**config.mk**
```make
export PLATFORM = sky130hd
export DESIGN_NAME = sobel_gradient_pipe
export DESIGN_NICKNAME = d
export VERILOG_FILES = /design/src/rtl/sobel_pkg.sv /design/src/rtl/sobel_kernel_sum.sv /design/src/rtl/sobel_gradient_pipe.sv
export SDC_FILE = /design/constraint.sdc
export NUM_CORES = 1
export LEC_CHECK = 0
export BUFFER_PORTS_ARGS = -buffer_cell sky130_fd_sc_hd__clkbuf_2
export CORE_ASPECT_RATIO = 2
export CORE_MARGIN = 5
export CORE_UTILIZATION = 60
export DETAILED_ROUTE_END_ITERATION = 12
export GPL_ROUTABILITY_DRIVEN = 0
export PLACE_DENSITY = 0.85
export SYNTH_ARGS = -nofsm -noshare
export SYNTH_HDL_FRONTEND = slang
export SYNTH_SLANG_ARGS = --single-unit
```
**constraint.sdc**
```tcl
create_clock -name clk -period 9.3 [get_ports clk]
set_clock_uncertainty 0.05 [all_clocks]
set_input_delay 0.93 -clock clk [delete_from_list [all_inputs] [get_ports clk]]
set_output_delay 0.93 -clock clk [all_outputs]
set_load 0.01 [all_outputs]
```
**src/rtl/sobel_pkg.sv**
```systemverilog
// Shared types and constants for the Sobel gradient pipeline.
// The gradient width is derived so that +/-4*(2^PIXEL_W-1) always fits.
package sobel_pkg;

  localparam int PIXEL_W_DEF = 8;

  // Weights along one kernel row/column: outer taps 1, centre tap 2.
  localparam int K_OUTER  = 1;
  localparam int K_CENTER = 2;

  typedef enum logic [1:0] {
    MODE_GX   = 2'd0,
    MODE_GY   = 2'd1,
    MODE_BOTH = 2'd2,
    MODE_EDGE = 2'd3
  } mode_t;

  function automatic int grad_w(input int pixel_w);
    return pixel_w + 3;
  endfunction

endpackage

```
**src/rtl/sobel_kernel_sum.sv**
```systemverilog
// Weighted 1-2-1 sum of three pixels (a + 2b + c), zero-extended to OUT_W.
module sobel_kernel_sum
  import sobel_pkg::*;
#(
  parameter int IN_W  = PIXEL_W_DEF,
  parameter int OUT_W = grad_w(PIXEL_W_DEF)
) (
  input  logic [IN_W-1:0]  i_a,
  input  logic [IN_W-1:0]  i_b,
  input  logic [IN_W-1:0]  i_c,
  output logic [OUT_W-1:0] o_sum
);

  logic [OUT_W-1:0] w_a;
  logic [OUT_W-1:0] w_b;
  logic [OUT_W-1:0] w_c;

  assign w_a   = OUT_W'(i_a);
  assign w_b   = OUT_W'(i_b);
  assign w_c   = OUT_W'(i_c);
  assign o_sum = w_a * OUT_W'(K_OUTER) + w_b * OUT_W'(K_CENTER) + w_c * OUT_W'(K_OUTER);

endmodule

```
**src/rtl/sobel_gradient_pipe.sv**
```systemverilog
// Three-stage Sobel gradient unit: row/column sums -> gx/gy -> masked magnitude,
// clamp and edge flag. The whole pipe advances together when the output slot frees.
module sobel_gradient_pipe
  import sobel_pkg::*;
#(
  parameter int PIXEL_W = PIXEL_W_DEF,
  parameter int GRAD_W  = grad_w(PIXEL_W),
  parameter bit SAT_OUT = 1'b1
) (
  input  logic                      clk,
  input  logic                      n_rst,
  input  logic                      i_in_valid,
  output logic                      o_in_ready,
  input  logic [9*PIXEL_W-1:0]      i_window,
  input  logic [1:0]                i_mode,
  input  logic [PIXEL_W-1:0]        i_threshold,
  output logic                      o_out_valid,
  input  logic                      i_out_ready,
  output logic signed [GRAD_W-1:0]  o_gx,
  output logic signed [GRAD_W-1:0]  o_gy,
  output logic [GRAD_W-1:0]         o_mag,
  output logic [PIXEL_W-1:0]        o_edge_pix,
  output logic                      o_edge_flag
);

  // Handshake: a transfer happens on a clk edge where valid & ready are both 1.
  // Ready is adv = !out_valid | out_ready; stalls freeze every stage, bubbles included.
  localparam logic [GRAD_W-1:0] PIX_MAX = GRAD_W'({PIXEL_W{1'b1}});

  logic                      w_adv;
  logic [PIXEL_W-1:0]        w_px [9];
  logic [GRAD_W-1:0]         w_sum [6];
  logic                      w_unused_mid;

  logic                      r_s1_v;
  logic [GRAD_W-1:0]         r_sum [6];
  mode_t                     r_s1_mode;
  logic [PIXEL_W-1:0]        r_s1_thr;

  logic                      r_s2_v;
  logic signed [GRAD_W-1:0]  r_s2_gx;
  logic signed [GRAD_W-1:0]  r_s2_gy;
  mode_t                     r_s2_mode;
  logic [PIXEL_W-1:0]        r_s2_thr;

  logic                      r_s3_v;
  logic signed [GRAD_W-1:0]  r_gx;
  logic signed [GRAD_W-1:0]  r_gy;
  logic [GRAD_W-1:0]         r_mag;
  logic [PIXEL_W-1:0]        r_edge_pix;
  logic                      r_edge_flag;

  logic signed [GRAD_W-1:0]  w_gx_m;
  logic signed [GRAD_W-1:0]  w_gy_m;
  logic [GRAD_W-1:0]         w_abs_gx;
  logic [GRAD_W-1:0]         w_abs_gy;
  logic [GRAD_W-1:0]         w_mag;
  logic [PIXEL_W-1:0]        w_edge_pix;
  logic                      w_edge_flag;

  assign w_adv      = !r_s3_v || i_out_ready;
  assign o_in_ready = w_adv;

  // Sums 0..2 are rows 0..2, sums 3..5 are columns 0..2.
  for (genvar k = 0; k < 9; k++) begin : g_px
    assign w_px[k] = i_window[k*PIXEL_W +: PIXEL_W];
  end

  for (genvar k = 0; k < 3; k++) begin : g_sum
    sobel_kernel_sum #(.IN_W(PIXEL_W), .OUT_W(GRAD_W)) u_row (
      .i_a(w_px[3*k]), .i_b(w_px[3*k+1]), .i_c(w_px[3*k+2]), .o_sum(w_sum[k])
    );
    sobel_kernel_sum #(.IN_W(PIXEL_W), .OUT_W(GRAD_W)) u_col (
      .i_a(w_px[k]), .i_b(w_px[k+3]), .i_c(w_px[k+6]), .o_sum(w_sum[k+3])
    );
  end

  // Middle row and column carry zero weight in both Sobel kernels.
  assign w_unused_mid = ^{r_sum[1], r_sum[4]};

  always_comb begin
    w_gx_m      = (r_s2_mode == MODE_GY) ? '0 : r_s2_gx;
    w_gy_m      = (r_s2_mode == MODE_GX) ? '0 : r_s2_gy;
    w_abs_gx    = w_gx_m[GRAD_W-1] ? $unsigned(-w_gx_m) : $unsigned(w_gx_m);
    w_abs_gy    = w_gy_m[GRAD_W-1] ? $unsigned(-w_gy_m) : $unsigned(w_gy_m);
    w_mag       = w_abs_gx + w_abs_gy;
    w_edge_flag = (r_s2_mode == MODE_EDGE) && (w_mag >= GRAD_W'(r_s2_thr));
    w_edge_pix  = w_mag[PIXEL_W-1:0];
    if (SAT_OUT && (w_mag > PIX_MAX)) begin
      w_edge_pix = '1;
    end
  end

  always_ff @(posedge clk) begin
    if (!n_rst) begin
      r_s1_v      <= 1'b0;
      for (int k = 0; k < 6; k++) r_sum[k] <= '0;
      r_s1_mode   <= MODE_GX;
      r_s1_thr    <= '0;
      r_s2_v      <= 1'b0;
      r_s2_gx     <= '0;
      r_s2_gy     <= '0;
      r_s2_mode   <= MODE_GX;
      r_s2_thr    <= '0;
      r_s3_v      <= 1'b0;
      r_gx        <= '0;
      r_gy        <= '0;
      r_mag       <= '0;
      r_edge_pix  <= '0;
      r_edge_flag <= 1'b0;
    end else if (w_adv) begin
      r_s1_v      <= i_in_valid;
      for (int k = 0; k < 6; k++) r_sum[k] <= w_sum[k];
      r_s1_mode   <= mode_t'(i_mode);
      r_s1_thr    <= i_threshold;
      r_s2_v      <= r_s1_v;
      r_s2_gx     <= $signed(r_sum[5]) - $signed(r_sum[3]);
      r_s2_gy     <= $signed(r_sum[2]) - $signed(r_sum[0]);
      r_s2_mode   <= r_s1_mode;
      r_s2_thr    <= r_s1_thr;
      r_s3_v      <= r_s2_v;
      r_gx        <= w_gx_m;
      r_gy        <= w_gy_m;
      r_mag       <= w_mag;
      r_edge_pix  <= w_edge_pix;
      r_edge_flag <= w_edge_flag;
    end
  end

  assign o_out_valid = r_s3_v;
  assign o_gx        = r_gx;
  assign o_gy        = r_gy;
  assign o_mag       = r_mag;
  assign o_edge_pix  = r_edge_pix;
  assign o_edge_flag = r_edge_flag;

endmodule
```
==> parameters.txt, run 1 <==
Parameter                              Value

Global routing
  Total Routing Usage GR    26.07%
  Grt total ovfl    0
  Vias in the first global route    7,888
  Maximum number of pins on one net before global-route repair    70
  Wire length of the first global-routing pass    35,220 um
  Antenna violations before repair    0

CTS
  CTS clock-pin slew for the worst setup and hold paths    0.06 ns
  Hold-fix buffers, CTS    0
  H-Tree Level Count    4
  Sinks on Clock Net    131
  Longest Clk Path Bufs    2
  Insertion delay of the later-clocked pin in the worst-skew pair    0.42 ns
  Clock Tree Root    sky130_fd_sc_hd__clkbuf_16
  TritonCTS buffer count    17
  Resized Gates After CTS    0
  Number of buffers added for setup after CTS    0
  CTS tree    done

Worst hold path
  Worst min-delay path startpoint    o_mag[2]
  Worst Hold Path EP    o_mag[2]
  Hold crit path type    reg2reg
  Depth of the worst hold-timing path    2

Final layout
  Ratio of cells with drive above 1 in the final layout    16.75%
  Sequential cell area    0.003063 sq mm
  Diodes inserted    0
  Synth-to-layout area growth    14.79%
  Area used by multi-input combinational logic    0.005518 sq mm
  Fin nets    1,333
  Fillcell total    1,189

Setup path
  Largest fanout of any net on the critical path    8
  Startpoint Class    flop
  Data arrival time of the critical path    5.37 ns
  Required time of the critical path    9.61 ns
  Reg-to-reg endpoint    o_edge_flag
  FF-to-FF path depth    20
  Type of the setup path with the least slack    reg2reg
  Beginning of the worst register-to-register path    r_s2_mode[1]
  R2R setup slack    4.25 ns
  Nature of the critical path endpoint    flop

Route
  Average vias per placed instance    5.814
  Residual DRC count    0
  Via count    7,831
  Detailed-router iteration count before antenna repair    5
  Routed len/inst    16.32 um
  Total Routed Length    21,980 um
  Detailed router's first-iteration violation count    318
  Remaining antenna violation count    0

Synthesis
  Commonest cells in the synthesized netlist    145 x sky130_fd_sc_hd__nor2_1, 97 x sky130_fd_sc_hd__ha_1, 95 x sky130_fd_sc_hd__nand2_1
  Multiplexer fraction of the synthesized cell area    0.5750%
  Primary flip-flop cell chosen by synthesis mapping    sky130_fd_sc_hd__dfxtp_1
  Netlist area before placement    0.008922 sq mm
  Total of warnings raised by yosys    0
  Portion of synthesized cell area occupied by the leading cell type    19.52%
  Number of instances in the synthesized netlist    1,031
  Synthesized-area fraction occupied by adder cells    16.18%
  Leading area contributor after synthesis    sky130_fd_sc_hd__dfxtp_1
  Most frequent cell after synthesis    sky130_fd_sc_hd__nor2_1
  Simple-gate share of the synthesized area    19.46%
  Net count after synthesis    1,225
  Syn avg cell area    8.654 sq um
  Number of synthesized register bits    131
  Number of enable flip-flop cells after synthesis    44
  Yosys cell types    62
  Share of flip-flops with an asynchronous set or reset    0%
  Xor-xnor portion of the synthesized cell area    7.446%
  Sequential cell area fraction in the yosys report    34.33%
  Leading cell types by total area after synthesis    sky130_fd_sc_hd__dfxtp_1 20%, sky130_fd_sc_hd__edfxtp_1 15%, sky130_fd_sc_hd__ha_1 14%, sky130_fd_sc_hd__nor2_1 6.1%, sky130_fd_sc_hd__a21oi_1 4.8%
  Dominant combinational cell family by area after synthesis    simple AND/OR/NAND/NOR gates
  Fraction of the mapped netlist area in compound gates    18.09%

STA
  Fin. Hold Viols    0
  Total Negative Setup Slacks    0 ns
  Setup repair after global routing missed its margin    no
  Final worst hold slack    0.3999 ns
  Number of max-slew violations in the final report    0
  Shortest period the worst path allows    5.053 ns
  Maximum achievable frequency    0.1979 GHz
  Relative slew slack    50.35%
  Final setup violating endpoints    0
  Final worst-path cycle share    54.34%
  Worst-Margin Slew    0.7421 ns

Power and ir drop
  Static Leakage    4.648 nW
  PD cells    262.3 mW/mm^2
  Power consumption    2.687 mW
  Maximum vdd drop    0.0001251 V

Placed design
  HPWL after detailed placement    16,930 um
  IO Port Bufs    121

Floorplanning
  Vertical die dimension    182.5 um
  Initial core utilization    60.53%
  Number of I/O pins    130
  Core ar.    0.01474 sq mm
  Die X    96.23 um
  Die Area    0.01756 sq mm
  Rows    63

Outcome
  Run status    completed

Job
  # Max-Cap Violations    0
## flip-flops by register name (all words and copies together) (netlist names), 11 cells and up
register / flops
r_s2_gy: 11
r_sum: 44
r_s2_gx: 11
o_mag: 11
o_gy: 11
o_gx: 11
## stage by stage
| step | utilization (%) | worst slack, ns | instance area (sq um) | std cells |
|---|---|---|---|---|
| after floorplan | - | 5.153 | 8922 | 1031 |
| after global placement | 65.66 | 4.563 | 9678 | 1315 |
| after detailed placement | 65.66 | 4.437 | 9678 | 1315 |
| after CTS | 69.48 | 4.296 | 10240 | 1347 |
| after global routing | 69.48 | 3.946 | 10240 | 1347 |
| final | 69.48 | 4.247 | 10240 | 1347 |
## cells by family after synthesis
| group | after synthesis |
|---|---|
| AND/OR/NAND/NOR | 375 |
| AO/OA/AOI/OAI | 245 |
| flip-flops | 131 |
| adder cells (fa/ha/maj) | 109 |
| buffers and inverters | 91 |
| XOR/XNOR | 75 |
| multiplexers | 5 |
## worst max-delay path, stage by stage, from the launching register on
cell	delay, ns
sky130_fd_sc_hd__dfxtp_1	0.47
sky130_fd_sc_hd__nand2b_1	0.27
sky130_fd_sc_hd__nand2_1	0.09
sky130_fd_sc_hd__ha_1	0.29
sky130_fd_sc_hd__mux2_2	0.25
sky130_fd_sc_hd__and2_1	0.17
sky130_fd_sc_hd__ha_1	0.29
sky130_fd_sc_hd__a41o_1	0.25
sky130_fd_sc_hd__a21oi_1	0.30
sky130_fd_sc_hd__a21oi_1	0.15
sky130_fd_sc_hd__a211o_1	0.30
sky130_fd_sc_hd__xnor2_1	0.42
sky130_fd_sc_hd__inv_1	0.10
sky130_fd_sc_hd__ha_1	0.31
sky130_fd_sc_hd__nand2_1	0.06
sky130_fd_sc_hd__a21boi_0	0.22
sky130_fd_sc_hd__o21ai_0	0.13
sky130_fd_sc_hd__a21o_1	0.18
sky130_fd_sc_hd__maj3_1	0.35
sky130_fd_sc_hd__o21ai_0	0.18
sky130_fd_sc_hd__o211a_1	0.15
## how the worst max path moves through the flow
stage                 start          end  slack [ns]
2_1_floorplan  r_s2_mode[1]  o_edge_flag        5.15
3_3_place_gp   r_s2_mode[1]  o_edge_flag        4.56
3_5_place_dp   r_s2_mode[1]  o_edge_flag        4.44
4_1_cts        r_s2_mode[1]  o_edge_flag        4.30
5_1_grt        r_s2_mode[1]  o_edge_flag        3.95
6_report       r_s2_mode[1]  o_edge_flag        4.25
## report_power, final
group	leakage, nW	internal [mW]	switching [mW]
clock network	0.279	0.354	0.277
registers	1.23	0.726	0.0995
logic	3.14	0.543	0.688
total	4.65	1.62	1.06
## placed cells by master, fill, tap and decap left out, drive strengths merged, types with 4 or more instances in the layout
cell type	Yosys	routed
nor2	145	145
clkbuf	33	138
ha	97	97
nand2	95	95
dfxtp	87	87
a21oi	87	87
inv	51	63
edfxtp	44	44
xnor2	42	42
o21ai	39	39
xor2	33	33
nor2b	27	27
nand3	23	23
nor3	22	22
a22oi	18	18
a21o	17	17
a211oi	13	13
and3	13	13
fa	11	11
o21a	9	9
nand2b	9	9
or2	9	9
o21bai	8	8
nor3b	8	8
o41ai	7	7
o31ai	7	7
buf	6	7
o31a	7	7
or3	6	6
o211ai	6	6
or4	6	6
and2	4	4
a21bo	4	4
mux2i	4	4
o221a	4	4
nor4	4	4
## metal layers
| layer | vias up | global-route usage (%) | share of wire (%) |
|---|---|---|---|
| met3 | 101 | 4.084 | 4.1 |
| met4 | 0 | 22.52 | 9.4 |
| li1 | 3865 | - | - |
| met1 | 3593 | 22.98 | 33 |
| met2 | 272 | 48.13 | 53 |
| met5 | - | 0 | 0 |
## final cells by class
class	count	area share (%)
inverters	52	1.906
flip-flops and latches	131	29.90
multi-input cells	809	53.87
clock inverters	15	1.356
clock buffers	17	4.153
well taps	195	2.382
repair buffers	128	6.426
Power figures use the tool's default switching activity.
==> run 2, diff against run 1 <==
--- a/config.mk
+++ b/config.mk
@@ -8,10 +8,10 @@
 export BUFFER_PORTS_ARGS = -buffer_cell sky130_fd_sc_hd__clkbuf_2
 export CORE_ASPECT_RATIO = 2
 export CORE_MARGIN = 5
-export CORE_UTILIZATION = 60
+export CORE_UTILIZATION = 59
 export DETAILED_ROUTE_END_ITERATION = 12
 export GPL_ROUTABILITY_DRIVEN = 0
-export PLACE_DENSITY = 0.85
+export PLACE_DENSITY = 0.84
 export SYNTH_ARGS = -nofsm -noshare
 export SYNTH_HDL_FRONTEND = slang
 export SYNTH_SLANG_ARGS = --single-unit
==> constraint.sdc (replaced) <==
create_clock -name clk -period 4.7 [get_ports clk]
set_clock_uncertainty 0.05 [all_clocks]
set_input_delay 0.47 -clock clk [delete_from_list [all_inputs] [get_ports clk]]
set_output_delay 0.47 -clock clk [all_outputs]
set_load 0.01 [all_outputs]
==> run 2 against run 1 <==
Against the previous run: cell count increased by 0.30%; combinational power increased by 99%; setup slack got worse by 3.9 ns; global-route usage increased by 0.46 points; routed wire length increased by 3.8%; critical path type unchanged; critical endpoint unchanged.
==> parameters.txt, run 2 (synthesis gave the netlist of run 1 again) <==
Parameter                              Value

Outcome
  Run status    completed

Setup path
  Critical path's largest stage delay    0.35 ns (-0.12 ns)
  Startpoint Class    flop
  Cell type with the highest occurrence count on the critical path    sky130_fd_sc_hd__ha_1
  Type of the setup path with the least slack    reg2reg
  Max stage delay cell, worst path    sky130_fd_sc_hd__dfxtp_1
  Largest fanout of any net on the critical path    6 (-2)
  Required time of the critical path    5.02 ns (-4.59 ns)
  Nature of the critical path endpoint    flop
  Ordered list of cells on the worst path    nand2b_4 -> nand2_1 -> ha_1 -> mux2_2 -> and2_1 -> ha_1 -> a41o_1 -> a21oi_1 -> a21oi_1 -> a211o_1 -> xnor2_2 -> inv_1 -> ha_1 -> nand2_1 -> a21boi_0 -> o21ai_0 -> a21o_1 -> maj3_1 -> o21ai_0 -> o211a_1
  Data arrival time of the critical path    4.64 ns (-0.73 ns)

STA
  Fin. Hold Viols    0 (unchanged)
  Maximum achievable frequency    0.2315 GHz (+17%)
  Shortest period the worst path allows    4.320 ns (-0.7333 ns)
  Number of max-slew violations in the final report    0 (unchanged)
  Setup repair after global routing missed its margin    no
  Final setup violating endpoints    0 (unchanged)
  Relative slew slack    37.85% (-12 points)
  Final worst-path cycle share    91.92% (+38 points)
  Worst-Margin Slew    0.9300 ns (+0.1879 ns)
  Total Negative Setup Slacks    0 ns (unchanged)

Floorplanning
  Die Area    0.01783 sq mm (+1.6%)
  Initial core utilization    60.21% (-0.32 points)
  Number of I/O pins    130 (unchanged)
  Core ar.    0.01482 sq mm (+0.53%)
  Rows    63 (unchanged)
  Vertical die dimension    183.9 um (+0.80%)
  Die X    96.96 um (+0.76%)

CTS
  Hold-fix buffers, CTS    0 (unchanged)
  Insertion delay of the later-clocked pin in the worst-skew pair    0.42 ns (about the same)
  CTS clock-pin slew for the worst setup and hold paths    0.06 ns (about the same)
  TritonCTS buffer count    17 (unchanged)
  Number of buffers added for setup after CTS    0 (unchanged)
  H-Tree Level Count    4 (unchanged)
  Sinks on Clock Net    131 (unchanged)
  Longest Clk Path Bufs    2 (unchanged)
  CTS tree    done
  Clock Tree Root    sky130_fd_sc_hd__clkbuf_16

Placed design
  IO Port Bufs    121 (unchanged)
  Cell area reported after detailed placement    0.009708 sq mm (+0.31%)
  HPWL after detailed placement    17,640 um (+4.2%)

Route
  Detailed-router iteration count before antenna repair    7 (+2)
  Average vias per placed instance    5.913 (+1.7%)
  Total Routed Length    22,820 um (+3.8%)
  Detailed router's first-iteration violation count    310 (-2.5%)
  Remaining antenna violation count    0 (unchanged)
  Via count    7,988 (+2.0%)
  Routed len/inst    16.89 um (+3.5%)
  Residual DRC count    0 (unchanged)

Worst hold path
  Hold crit path type    in2reg

Final layout
  Layout Utilization    69.60% (+0.11 points)
  Ratio of cells with drive above 1 in the final layout    17.30% (+0.55 points)
  Fin nets    1,337 (+0.30%)
  Most frequent cells in the layout    145 x sky130_fd_sc_hd__nor2_1, 121 x sky130_fd_sc_hd__clkbuf_2, 97 x sky130_fd_sc_hd__ha_1, 95 x sky130_fd_sc_hd__nand2_1, 86 x sky130_fd_sc_hd__a21oi_1
  Diodes inserted    0 (unchanged)
  Most frequent standard cell in the layout excluding fill and tap cells    sky130_fd_sc_hd__nor2_1
  Synth-to-layout area growth    15.59%
  Largest register FFs    44 (unchanged)
  Area of all placed cells without fillers    0.01031 sq mm (+0.70%)
  Top register by number of flip-flops    r_sum

Global routing
  Wire length of the first global-routing pass    37,950 um (+7.8%)
  Antenna violations before repair    0 (unchanged)
  Maximum number of pins on one net before global-route repair    72 (+2.9%)
  Grt total ovfl    0 (unchanged)
  Vias in the first global route    8,279 (+5.0%)
  Total Routing Usage GR    26.53% (+0.46 points)

Power and ir drop
  Maximum vdd drop    0.0002475 V (+98%)
  Static Leakage    4.675 nW (+0.58%)
  PD cells    522.5 mW/mm^2 (+99%)
  Power consumption    5.388 mW (+100%)

Job
  # Max-Cap Violations    0 (unchanged)
[run 2: changes by cell type in the layout (fill, tap and decap cells not counted), moves of 2 or more]
cell                         delta
sky130_fd_sc_hd__buf_4          +4
sky130_fd_sc_hd__clkinvlp_4     +3
sky130_fd_sc_hd__clkinv_2       +3
sky130_fd_sc_hd__inv_6          -6
sky130_fd_sc_hd__dfxtp_2        +2
sky130_fd_sc_hd__bufinv_16      +2
sky130_fd_sc_hd__inv_8          -5
sky130_fd_sc_hd__dfxtp_1        -2
[run 2: path summary, 6_finish.rpt]
| kind | startpoint | to | slack (ns) | cells after the start |
|---|---|---|---|---|
| worst min register to register | r_s2_thr[3] | r_s2_thr[3] | 0.40 | 2 |
| worst max register to register | r_s2_mode[1] | o_edge_flag | 0.38 | 20 |
| worst min-delay path | i_threshold[5] | r_s1_thr[5] | 0.22 | 3 |
| worst max-delay path | r_s2_mode[1] | o_edge_flag | 0.38 | 20 |
[run 2: layout make-up]
type	instances	area (sq um)
flip-flops and latches	131	3065
fillers	1183	4506
clock inverters	13	133.9
clock buffers	19	454.2
repair buffers	132	688.2
inverters	52	195.2
well taps	195	244.0
multi-input cells	809	5533
[run 2: routing by layer]
metal	wire length [um]	track usage, %	vias to the layer above	share of wire (%)
li1	-	-	3867	-
met1	7293	22.94	3719	32
met2	12670	51.72	283	56
met3	919	4.785	119	4.0
met4	1937	21.37	0	8.5
met5	0	0	-	0
[run 2: critical path, delay by kind of cell, from the launching register on]
kind	cells	cell delay [ns]
AO/OA/AOI/OAI	9	1.65
adder cells (fa/ha/maj)	4	1.22
AND/OR/NAND/NOR	4	0.45
flip-flops	1	0.35
multiplexers	1	0.26
XOR/XNOR	1	0.22
buffers and inverters	1	0.07
[run 2: through the flow]
step | hold slack (ns) | worst slack [ns] | instances
after CTS | 0.2134 | 0.2260 | 1351
final | 0.2184 | 0.3799 | 1351
after floorplan | 0.3819 | 0.5529 | 1031
after global routing | 0.2298 | 0.02469 | 1351
after global placement | 0.3874 | 0.3304 | 1319
after detailed placement | 0.3941 | 0.2704 | 1319
[run 2: what timing repair did]
item,4_1_cts,5_1_grt
resized for setup,0,4
hold endpoints to repair,0,0
endpoints found under the setup margin,0,1
[run 2: power breakdown]
part           switching, mW  internal (mW)
logic                   1.37           1.09
clock network          0.489          0.808
registers              0.201           1.44
total                   2.06           3.33
